--- src/rtl/cpt_activate_gen.sv ---
// Activate-pulse generator for the bit_cpt counter family: programmable prescaler
// plus a run-control FSM supporting continuous and fixed-length burst modes.
module cpt_activate_gen #(
    parameter int PRESCALE_W = 4,
    parameter int BURST_W    = 3
) (
    input  logic                  clk,
    input  logic                  reset,
    input  logic                  start,
    input  logic                  stop,
    input  logic                  mode,
    input  logic [PRESCALE_W-1:0] div,
    input  logic [BURST_W-1:0]    burst_len,
    output logic                  activate,
    output logic                  busy,
    output logic                  done,
    output logic [BURST_W-1:0]    pulse_cnt
);

    typedef enum logic [1:0] {
        S_IDLE,
        S_RUN,
        S_DONE
    } state_t;

    state_t                r_state,   w_state_nx;
    logic [PRESCALE_W-1:0] r_presc,   w_presc_nx;
    logic [PRESCALE_W-1:0] r_div_q,   w_div_nx;
    logic [BURST_W-1:0]    r_burst_q, w_burst_nx;
    logic                  r_mode_q,  w_mode_nx;
    logic [BURST_W-1:0]    r_cnt,     w_cnt_nx;
    logic                  r_act,     w_act_nx;
    logic                  r_busy,    w_busy_nx;
    logic                  r_done,    w_done_nx;
    logic [BURST_W-1:0]    w_cnt_inc;

    assign w_cnt_inc = r_cnt + 1'b1;

    always_comb begin
        // NOTE: every signal gets a default here so no path can infer a latch.
        w_state_nx = r_state;
        w_presc_nx = r_presc;
        w_div_nx   = r_div_q;
        w_burst_nx = r_burst_q;
        w_mode_nx  = r_mode_q;
        w_cnt_nx   = r_cnt;
        w_act_nx   = 1'b0;
        w_done_nx  = 1'b0;

        unique case (r_state)
            S_IDLE: begin
                if (start && !stop) begin
                    w_div_nx   = div;
                    w_burst_nx = burst_len;
                    w_mode_nx  = mode;
                    w_presc_nx = '0;
                    w_cnt_nx   = '0;
                    w_state_nx = S_RUN;
                end
            end
            S_RUN: begin
                // stop outranks both the empty-burst exit and a pulse due this edge
                if (stop) begin
                    w_state_nx = S_IDLE;
                end else if (r_mode_q && (r_burst_q == '0)) begin
                    w_state_nx = S_DONE;
                end else if (r_presc == r_div_q) begin
                    w_presc_nx = '0;
                    w_act_nx   = 1'b1;
                    w_cnt_nx   = w_cnt_inc;
                    if (r_mode_q && (w_cnt_inc == r_burst_q)) begin
                        w_state_nx = S_DONE;
                    end
                end else begin
                    w_presc_nx = r_presc + 1'b1;
                end
            end
            S_DONE: begin
                w_done_nx  = 1'b1;
                w_state_nx = S_IDLE;
            end
            default: begin
                w_state_nx = S_IDLE;
            end
        endcase

        // busy covers the last pulse's cycle and drops together with done
        w_busy_nx = (w_state_nx != S_IDLE);
    end

    // NOTE: all state is updated with non-blocking assignments so every register samples pre-edge values.
    always_ff @(posedge clk or posedge reset) begin
        if (reset) begin
            r_state   <= S_IDLE;
            r_presc   <= '0;
            r_div_q   <= '0;
            r_burst_q <= '0;
            r_mode_q  <= 1'b0;
            r_cnt     <= '0;
            r_act     <= 1'b0;
            r_busy    <= 1'b0;
            r_done    <= 1'b0;
        end else begin
            r_state   <= w_state_nx;
            r_presc   <= w_presc_nx;
            r_div_q   <= w_div_nx;
            r_burst_q <= w_burst_nx;
            r_mode_q  <= w_mode_nx;
            r_cnt     <= w_cnt_nx;
            r_act     <= w_act_nx;
            r_busy    <= w_busy_nx;
            r_done    <= w_done_nx;
        end
    end

    assign activate  = r_act;
    assign busy      = r_busy;
    assign done      = r_done;
    assign pulse_cnt = r_cnt;

endmodule

--- config.mk ---
export PLATFORM = sky130hd
export DESIGN_NAME = cpt_activate_gen
export DESIGN_NICKNAME = d
export VERILOG_FILES = /design/src/rtl/cpt_activate_gen.sv
export SDC_FILE = /design/constraint.sdc
export NUM_CORES = 1
export LEC_CHECK = 0
export BUFFER_PORTS_ARGS = -buffer_cell sky130_fd_sc_hd__buf_2
export CAP_MARGIN = 20
export CELL_PAD_IN_SITES_DETAIL_PLACEMENT = 2
export CELL_PAD_IN_SITES_GLOBAL_PLACEMENT = 2
export CORE_ASPECT_RATIO = 1.2
export CORE_MARGIN = 2
export CORE_UTILIZATION = 33
export DETAILED_ROUTE_END_ITERATION = 8
export PLACE_DENSITY = 0.75
export SYNTH_ARGS = -nofsm -noshare
export SYNTH_HDL_FRONTEND = slang
export SYNTH_SLANG_ARGS = --single-unit
--- constraint.sdc ---
create_clock -name clk -period 2.55 [get_ports clk]
set_clock_uncertainty 0.2 [all_clocks]
set_input_delay 0.51 -clock clk [delete_from_list [all_inputs] [get_ports clk]]
set_output_delay 0.51 -clock clk [all_outputs]
set_load 0.005 [all_outputs]
* After elaboration in Yosys (flattened, before gate mapping)
Index checks and enable logic that the tools add are counted.
** Word-level totals
- Bits in latches :: 0
- Memory bits (read-only) :: 0
- Memory bits (writable) :: 0
- Logic and storage cells :: 51
- Bits in registers :: 20
- Memories :: 0
- Input bits :: 12
** Cells by class
- Muxes and demuxes :: 21
- Bitwise logic cells :: 0
- $add $sub $neg :: 2
- Shifts and indexed selects :: 0
- Magnitude comparators :: 0
- Div/mod/pow operators :: 0
- Multiply operators :: 0
- Eq/ne operators :: 8
- Reduce and logical (&&, ||, !) cells :: 11
** Operators by type and width (count)
- $mux W4 :: 4
- $mux W3 :: 4
- $mux W2 :: 5
- $ne A2 B2 Y1 const B :: 4
- $pmux W4 S2 :: 1
- $pmux W3 S2 :: 1
- $mux W1 :: 5
- $reduce_and A5 Y1 :: 1
- $add A4 B1 Y4 const B :: 1
- $eq A4 B4 Y1 :: 1
- $pmux W2 S2 :: 1
- $reduce_and A4 Y1 :: 1
- $reduce_bool A2 Y1 :: 2
- $add A3 B1 Y3 const B :: 1
- $eq A3 B3 Y1 :: 1
- $logic_and A1 B1 Y1 :: 3
- $logic_not A3 Y1 :: 1
- $eq A2 B1 Y1 const B :: 1
- $eq A2 B2 Y1 const B :: 1
- $logic_not A2 Y1 :: 1
- $reduce_and A2 Y1 :: 1
- $logic_not A1 Y1 :: 1

* Depth between registers and ports, before layout
Gate-level depths: netlist of the first run.
- Word-level depth :: 9
- Depth in mapped cells :: 5

* Worst setup path after synthesis of the first run
Ideal clock, no wire load.
- Path type :: input-to-reg
- Start point :: input port stop
- End point :: register r_cnt[2] (netlist: pulse_cnt[2])
- Data arrival time :: 1.598 ns
- Cell stages on the path :: 4
- Path slack :: 0.626 ns
- Setup time :: 0.126 ns
- Required time :: 2.224 ns
- Cell sequence :: nor4b_4 a21oi_4 or2_4 a221o_1
** On the way
- Cells in the longest elaborated chain, start to end :: 4
** RTL lines
- start, declared :: line 10 : input logic stop,
- $logic_not A1 Y1 :: line 52 : if (start && !stop) begin
- $logic_and A1 B1 Y1 :: line 52
- $ne A2 B2 Y1 (no line)
- $reduce_and A5 Y1 (no line) (*)
- end signal, assigned :: line 109 : r_cnt <= w_cnt_nx;
- end, declared :: line 31 : logic [BURST_W-1:0] r_cnt, w_cnt_nx;
Every way passes the cells marked *; elsewhere a longest branch is shown, timed or not.
A chain may end at the register's enable or synchronous reset.

* Final worst setup path of the first run
- Start point :: register r_burst_q[0]
- End point :: register r_presc[3]
** On the way
- Cells in the longest elaborated chain, start to end :: 4
** RTL lines
- start, declared :: line 29 : logic [BURST_W-1:0] r_burst_q, w_burst_nx;
- start signal, assigned :: line 107 : r_burst_q <= w_burst_nx;
- $logic_not A3 Y1 :: line 65 : end else if (r_mode_q && (r_burst_q == '0)) begin
- $logic_and A1 B1 Y1 :: line 65
- $ne A2 B2 Y1 (no line)
- $reduce_and A4 Y1 (no line)
- end signal, assigned :: line 105 : r_presc <= w_presc_nx;
- end, declared :: line 27 : logic [PRESCALE_W-1:0] r_presc, w_presc_nx;
Every way passes these cells.

==> flow_metrics.env, run 1 <==
export IMPL_rrSetupSlack_ns=0.57
export IMPL_postLayoutCellArea_mm2=0.001132
export IMPL_port_buffers=17
export IMPL_arrival_ns=1.99
export IMPL_place_area_mm2=0.001096
export IMPL_grt_usage=0.1632
export IMPL_grt_pass1_vias=848
export IMPL_tns_ns=0
export IMPL_ios=18
export IMPL_status="finished clean"
export IMPL_syn_area_per_cell_um2=10.26
export IMPL_antenna_found_initial=0
export IMPL_reg2regPathDepth=4
export IMPL_worst_pin_slew_ns=0.7747
export IMPL_insertion_delay_ns=0.31
export IMPL_cp_start_kind="register"
export IMPL_cts_hold_buffers=0
export IMPL_hpwlAfterDp_mm=1.740
export IMPL_fin_crit_ns=1.982
export IMPL_die_x_um=53.36
export IMPL_dieArea_mm2=0.003373
export IMPL_synth_cell_area_um2=964.7
export IMPL_antenna_cells=0
export IMPL_final_net_count=130
export IMPL_drive_gt1_frac=0.2348
export IMPL_critPathTopFamily="simple AND/OR/NAND/NOR gates"
export IMPL_ir_worst_vdd_mv=0.2991
export IMPL_crit_required_ns=2.56
export IMPL_cts_root_buf="clkbuf_4"
export IMPL_timing_rr_end="r_presc[3]"
export IMPL_post_route_period_util=0.7773
export IMPL_via_per_inst=4.993
export IMPL_final_util=0.4066
export IMPL_ys_flop_type="dfrtp_1"
export IMPL_critPathCaptureType="register"
export IMPL_cts_setup_buffers=0
export IMPL_path_buf_inv=0
export IMPL_fin_cells=149
export IMPL_setup_viol=0
export IMPL_ys_warn_count=0
export IMPL_place_gp_congestion=0.7592
export IMPL_yosysSeqAreaShare=0.5188
export IMPL_leakage_nw=0.5556
export IMPL_cts_tree="built"
export IMPL_fillers=343
export IMPL_clkSinkCount=20
export IMPL_synth_common_cells="nand2_1 (30), dfrtp_1 (20), xnor2_1 (6), inv_1 (3), o21ai_1 (3)"
export IMPL_critPathLaunch="r_burst_q[0]"
export IMPL_dp_cells=145
export IMPL_cts_resized=0
export IMPL_rr_startpoint="r_burst_q[0]"
export IMPL_syn_to_final_growth_pct=17.38
export IMPL_final_hold_violation_count=0
export IMPL_htree_levels=1
export IMPL_rows=21
export IMPL_grt_max_degree=21
export IMPL_synthCells=94
export IMPL_grt_overflow=0
export IMPL_cts_made_buffers=3
export IMPL_wire_per_inst_um=15.53
export IMPL_path_max_fanout=9
export IMPL_rsz0062_at_grt="false"
export IMPL_critical_path_class="reg2reg"
export IMPL_seqCellArea_um2=500.5
export IMPL_dr_first_iter_drc_count=0
export IMPL_maxSlewViolCount=0
export IMPL_drc=0
export IMPL_synth_cell_types=30
export IMPL_initial_core_util=0.3464
export IMPL_worstPathCellList="or4b_1 -> a21oi_4 -> o41ai_1 -> a22o_1"
export IMPL_cp_slowest_stage_delay_ns=0.64
export IMPL_path_clk_slew_ns=0.12
export IMPL_drtAntennaViolNets=0
export IMPL_synth_top_area_share=0.5188
export IMPL_pwr_density_cell_mw_per_mm2=780.0
export IMPL_synth_edff_count=0
export IMPL_die_h_um=63.23
export IMPL_max_slew_margin=0.4830
export IMPL_core_area_mm2=0.002785
export IMPL_max_cap_violations=0
export IMPL_fmax_ghz=0.5045
export IMPL_ys_ff_latch=20
export IMPL_synthesis_nets=108
export IMPL_yosys_cell_count_top_type="nand2_1"
export IMPL_synth_top_cell_by_area="dfrtp_1"
export IMPL_cp_slowest_cell="or4b_1"
export IMPL_grt_pass1_wl_mm=3.974
export IMPL_routed_wirelength_mm=2.314
export IMPL_via_count=744
export IMPL_hold_path_class="in2async"
export IMPL_p_total_w=0.0008832
export IMPL_multi_input_area_um2=449.2
export IMPL_async_reset_ff_frac=1.000
export IMPL_clk_path_buf_depth=2
export IMPL_dr_pass1_iters=1
export IMPL_synthTopCellsByArea="dfrtp_1 (52%), nand2_1 (12%), xnor2_1 (5.4%), ha_1 (2.6%), nor4b_4 (2.5%)"
## routing by layer
metal | wire length, um | global-route usage | up-vias
met2 | 1210 | 0.2731 | 14
met4 | 51 | 0.08654 | 0
li1 | - | - | 362
met5 | 0 | 0 | -
met3 | 66 | 0.02133 | 5
met1 | 985 | 0.1955 | 363
## sequential cells by signal, indices dropped and copies added, names as in the netlist
signal / flops
r_presc: 4
r_state: 2
pulse_cnt: 3
r_burst_q: 3
r_mode_q: 1
r_div_q: 4
done: 1
activate: 1
busy: 1
## worst max-delay path by stage
| stage | end | cells after the start |
|---|---|---|
| 2_1_floorplan | pulse_cnt[2] | 4 |
| 3_3_place_gp | pulse_cnt[2] | 5 |
| 3_5_place_dp | pulse_cnt[2] | 5 |
| 4_1_cts | r_presc[3] | 4 |
| 5_1_grt | pulse_cnt[2] | 4 |
| 6_report | r_presc[3] | 4 |
## power breakdown
group / switching, W / total, W / internal, W
clock: 0.000104 / 0.000191 / 0.0000873
sequential: 0.0000628 / 0.000442 / 0.000379
combinational: 0.000136 / 0.000251 / 0.000115
## layout make-up
type,count,area share
Clock buffer,4,0.03204
Inverter,3,0.009945
Multi-Input combinational cell,70,0.3967
Sequential cell,20,0.4420
Tap cell,34,0.03757
Timing Repair Buffer,18,0.08177
## kinds of logic (layout without fill, tap and decap cells)
family,Yosys count,in the layout,synth area share
AO/OA/AOI/OAI,14,14,0.1116
buffers and inverters,4,25,0.01556
multiplexers,1,1,0.01167
flip-flops,20,20,0.5188
AND/OR/NAND/NOR,45,45,0.2438
adder cells (fa/ha/maj),2,2,0.02594
XOR/XNOR,8,8,0.07264
## worst register-to-register path: cells and delay by family, from the launching register on
kind,cells,cell delay [ns]
AO/OA/AOI/OAI,3,0.62
flip-flops,1,0.42
AND/OR/NAND/NOR,1,0.64
## placed cells by master (no fill, tap or decap), drive strengths merged
cell type,netlist,routed
dfrtp,20,20
a31o,1,1
nand2,30,30
nor2b,1,1
a31oi,1,1
inv,3,3
nand2b,2,2
a41oi,1,1
or2,1,1
a221o,1,1
nor4b,1,1
nand3,1,1
xnor2,6,6
nor3b,3,3
a21oi,2,2
mux2,1,1
ha,2,2
nor2,2,2
o41ai,1,1
clkbuf,1,4
buf,0,18
xor2,2,2
or4b,2,2
a22o,2,2
o21ai,4,4
o22ai,1,1
nand4,1,1
nor3,1,1
## through the flow
stage                     setup WS, ns  hold slack, ns
after floorplan                 0.6263          0.2588
after global placement          0.5699          0.2822
after detailed placement        0.5147          0.2899
after CTS                       0.5677          0.1397
after global routing            0.4863          0.1749
final                           0.5680          0.1219
Note: power is estimated with default switching activity, not from simulation.
==> run 2: changes to the inputs <==
--- a/config.mk
+++ b/config.mk
@@ -5,6 +5,7 @@
 export SDC_FILE = /design/constraint.sdc
 export NUM_CORES = 1
 export LEC_CHECK = 0
+export ABC_AREA = 1
 export BUFFER_PORTS_ARGS = -buffer_cell sky130_fd_sc_hd__buf_2
 export CAP_MARGIN = 20
 export CELL_PAD_IN_SITES_DETAIL_PLACEMENT = 2
@@ -13,7 +14,7 @@
 export CORE_MARGIN = 2
 export CORE_UTILIZATION = 33
 export DETAILED_ROUTE_END_ITERATION = 8
-export PLACE_DENSITY = 0.75
+export PLACE_DENSITY = 0.76
 export SYNTH_ARGS = -nofsm -noshare
 export SYNTH_HDL_FRONTEND = slang
 export SYNTH_SLANG_ARGS = --single-unit
==> constraint.sdc (replaced) <==
create_clock -name clk -period 2.06 [get_ports clk]
set_clock_uncertainty 0.2 [all_clocks]
set_input_delay 0.412 -clock clk [delete_from_list [all_inputs] [get_ports clk]]
set_output_delay 0.412 -clock clk [all_outputs]
set_load 0.005 [all_outputs]
==> flow_metrics.env, run 2 <==
export IMPL_drive_gt1_frac=0.2571
export IMPL_reg_largest_list="r_div_q x4, r_presc x4"
export IMPL_leakage_nw=0.6527
export IMPL_cp_start_kind="register"
export IMPL_cts_tree="built"
export IMPL_synthCells=119
export IMPL_syn_area_per_cell_um2=8.990
export IMPL_postLayoutCellArea_mm2=0.001247
export IMPL_timing_rr_end="busy"
export IMPL_maxSlewViolCount=0
export IMPL_wire_per_inst_um=15.03
export IMPL_antenna_found_initial=0
export IMPL_ys_flop_type="dfrtp_1"
export IMPL_critPathLaunch="pulse_cnt[0]"
export IMPL_final_hold_violation_count=0
export IMPL_clk_path_buf_depth=2
export IMPL_arrival_ns=1.73
export IMPL_critPathCaptureType="register"
export IMPL_initial_core_util=0.3470
export IMPL_crit_required_ns=2.06
export IMPL_max_cap_violations=0
export IMPL_htree_levels=1
export IMPL_ys_warn_count=0
export IMPL_syn_to_final_growth_pct=16.61
export IMPL_rows=22
export IMPL_synth_common_cells="nand2_1 (23), dfrtp_1 (20), nor2_1 (15), nand3_1 (11), inv_1 (10)"
export IMPL_status="finished clean"
export IMPL_die_x_um=55.98
export IMPL_core_area_mm2=0.003083
export IMPL_die_h_um=66.37
export IMPL_rrSetupSlack_ns=0.33
export IMPL_cts_setup_buffers=0
export IMPL_dr_pass1_iters=3
export IMPL_antenna_cells=0
export IMPL_layout_common_cells="nand2_1 (23), dfrtp_1 (20), buf_2 (17)"
export IMPL_synth_top_cell_by_area="dfrtp_1"
export IMPL_final_net_count=155
export IMPL_dr_first_iter_drc_count=7
export IMPL_routed_wirelength_mm=2.646
export IMPL_fillers=371
export IMPL_worstHoldStart="burst_len[0]"
export IMPL_synthTopCellsByArea="dfrtp_1 (47%), nand2_1 (8.1%), nor2_1 (5.3%), nand3_1 (5.1%), mux2_4 (4.2%)"
export IMPL_fin_crit_ns=1.727
export IMPL_post_route_period_util=0.8384
export IMPL_ys_ff_latch=20
export IMPL_insertion_delay_ns=0.30
export IMPL_grt_max_degree=21
export IMPL_pwr_density_cell_mw_per_mm2=962.7
export IMPL_reg2regPathDepth=8
export IMPL_port_buffers=17
export IMPL_cts_made_buffers=3
export IMPL_clkSinkCount=20
export IMPL_rr_startpoint="pulse_cnt[0]"
export IMPL_layout_commonest_cell="nand2_1"
export IMPL_ir_worst_vdd_mv=0.4471
export IMPL_yosys_cell_count_top_type="nand2_1"
export IMPL_grt_overflow=0
export IMPL_crit_end="busy"
export IMPL_yosysSeqAreaShare=0.4678
export IMPL_synth_cell_area_mm2=0.001070
export IMPL_via_per_inst=4.915
export IMPL_path_clk_slew_ns=0.12
export IMPL_worst_pin_slew_ns=0.3055
export IMPL_cts_hold_buffers=1
export IMPL_cts_root_buf="clkbuf_4"
export IMPL_grt_pass1_wl_mm=4.560
export IMPL_grt_pass1_vias=1008
export IMPL_dieArea_mm2=0.003715
export IMPL_drc=0
export IMPL_ios=18
export IMPL_fmax_ghz=0.5790
export IMPL_setup_viol=0
export IMPL_hold_path_class="in2reg"
export IMPL_grt_usage=0.1617
export IMPL_cts_resized=0
export IMPL_async_reset_ff_frac=1.000
export IMPL_place_area_mm2=0.001185
export IMPL_place_gp_congestion=0.7540
export IMPL_path_max_fanout=6
export IMPL_via_count=865
export IMPL_drtAntennaViolNets=0
export IMPL_max_slew_margin=0.7956
export IMPL_hpwlAfterDp_mm=2.124
export IMPL_synth_edff_count=0
export IMPL_tns_ns=0
export IMPL_rsz0062_at_grt="false"
export IMPL_critical_path_class="reg2reg"
export IMPL_synth_cell_types=21
export IMPL_synth_top_area_share=0.4678
export IMPL_synthesis_nets=133
## run 2: cell count changes in the layout (fill, tap and decap cells not counted), moves of 3 or more
cell	previous run	this run
nand2_2	0	4
a21oi_1	1	5
nand2_1	30	23
nor2_1	2	15
mux2_4	0	3
nand3_1	1	11
inv_1	3	10
xor2_1	2	5
## run 2: how the worst min path moves through the flow
stage | endpoint | slack, ns | depth (start not counted)
after floorplan | activate | 0.18 | 1
after global placement | done | 0.25 | 3
after detailed placement | r_div_q[1] | 0.26 | 3
after CTS | r_burst_q[0] | 0.13 | 2
after global routing | r_burst_q[0] | 0.12 | 2
final | r_burst_q[0] | 0.13 | 2
## run 2: stage by stage
| stage | setup WS (ns) | total power, W | util | instances | hold slack (ns) |
|---|---|---|---|---|---|
| after floorplan | 0.5326 | 0.0007843 | - | 119 | 0.1758 |
| after global placement | 0.4516 | 0.0008683 | 0.3843 | 171 | 0.2498 |
| after detailed placement | 0.3067 | 0.0008991 | 0.3843 | 171 | 0.2578 |
| after CTS | 0.2993 | 0.001224 | 0.4046 | 176 | 0.1286 |
| after global routing | 0.1537 | 0.001293 | 0.4046 | 176 | 0.1161 |
| final | 0.3329 | 0.001201 | 0.4046 | 176 | 0.1344 |
## run 2: routing by layer
metal | track usage | wire length [um]
met1 | 0.1557 | 1039
met2 | 0.3397 | 1534
met3 | 0.01957 | 52
met4 | 0.06250 | 20
met5 | 0 | 0
## run 2: cells by family (layout without fill, tap and decap cells)
group | after synthesis | in the layout | synth area share
simple gates | 58 | 58 | 0.2526
flops | 20 | 20 | 0.4678
buf+inv | 14 | 35 | 0.06316
compound gates | 10 | 10 | 0.04794
xor+xnor | 10 | 10 | 0.08187
mux | 5 | 5 | 0.06315
fa+ha+maj | 2 | 2 | 0.02339
## run 2: report_power, final
part	switching, W	total [W]	internal [W]
clock network	0.000123	0.000320	0.000197
logic	0.000189	0.000339	0.000151
registers	0.0000815	0.000542	0.000461
## run 2: layout make-up
class / count / area, um2 / area share
clock buffers: 3 / 22.52 / 0.01805
clock inverters: 1 / 30.03 / 0.02407
inverters: 12 / 45.04 / 0.03611
multi-input cells: 85 / 501.7 / 0.4022
flip-flops and latches: 20 / 500.5 / 0.4012
well taps: 36 / 45.04 / 0.03611
repair buffers: 19 / 102.6 / 0.08225
## run 2: critical path, cell delays in order, from the launching register on
cell and delay, ns:
dfrtp_1 0.46, ha_1 0.35, nor2_1 0.05, nor2_1 0.08, nand3_1 0.09, nor2_1 0.14
nand3_1 0.09, nand2_1 0.11, nand2_1 0.07
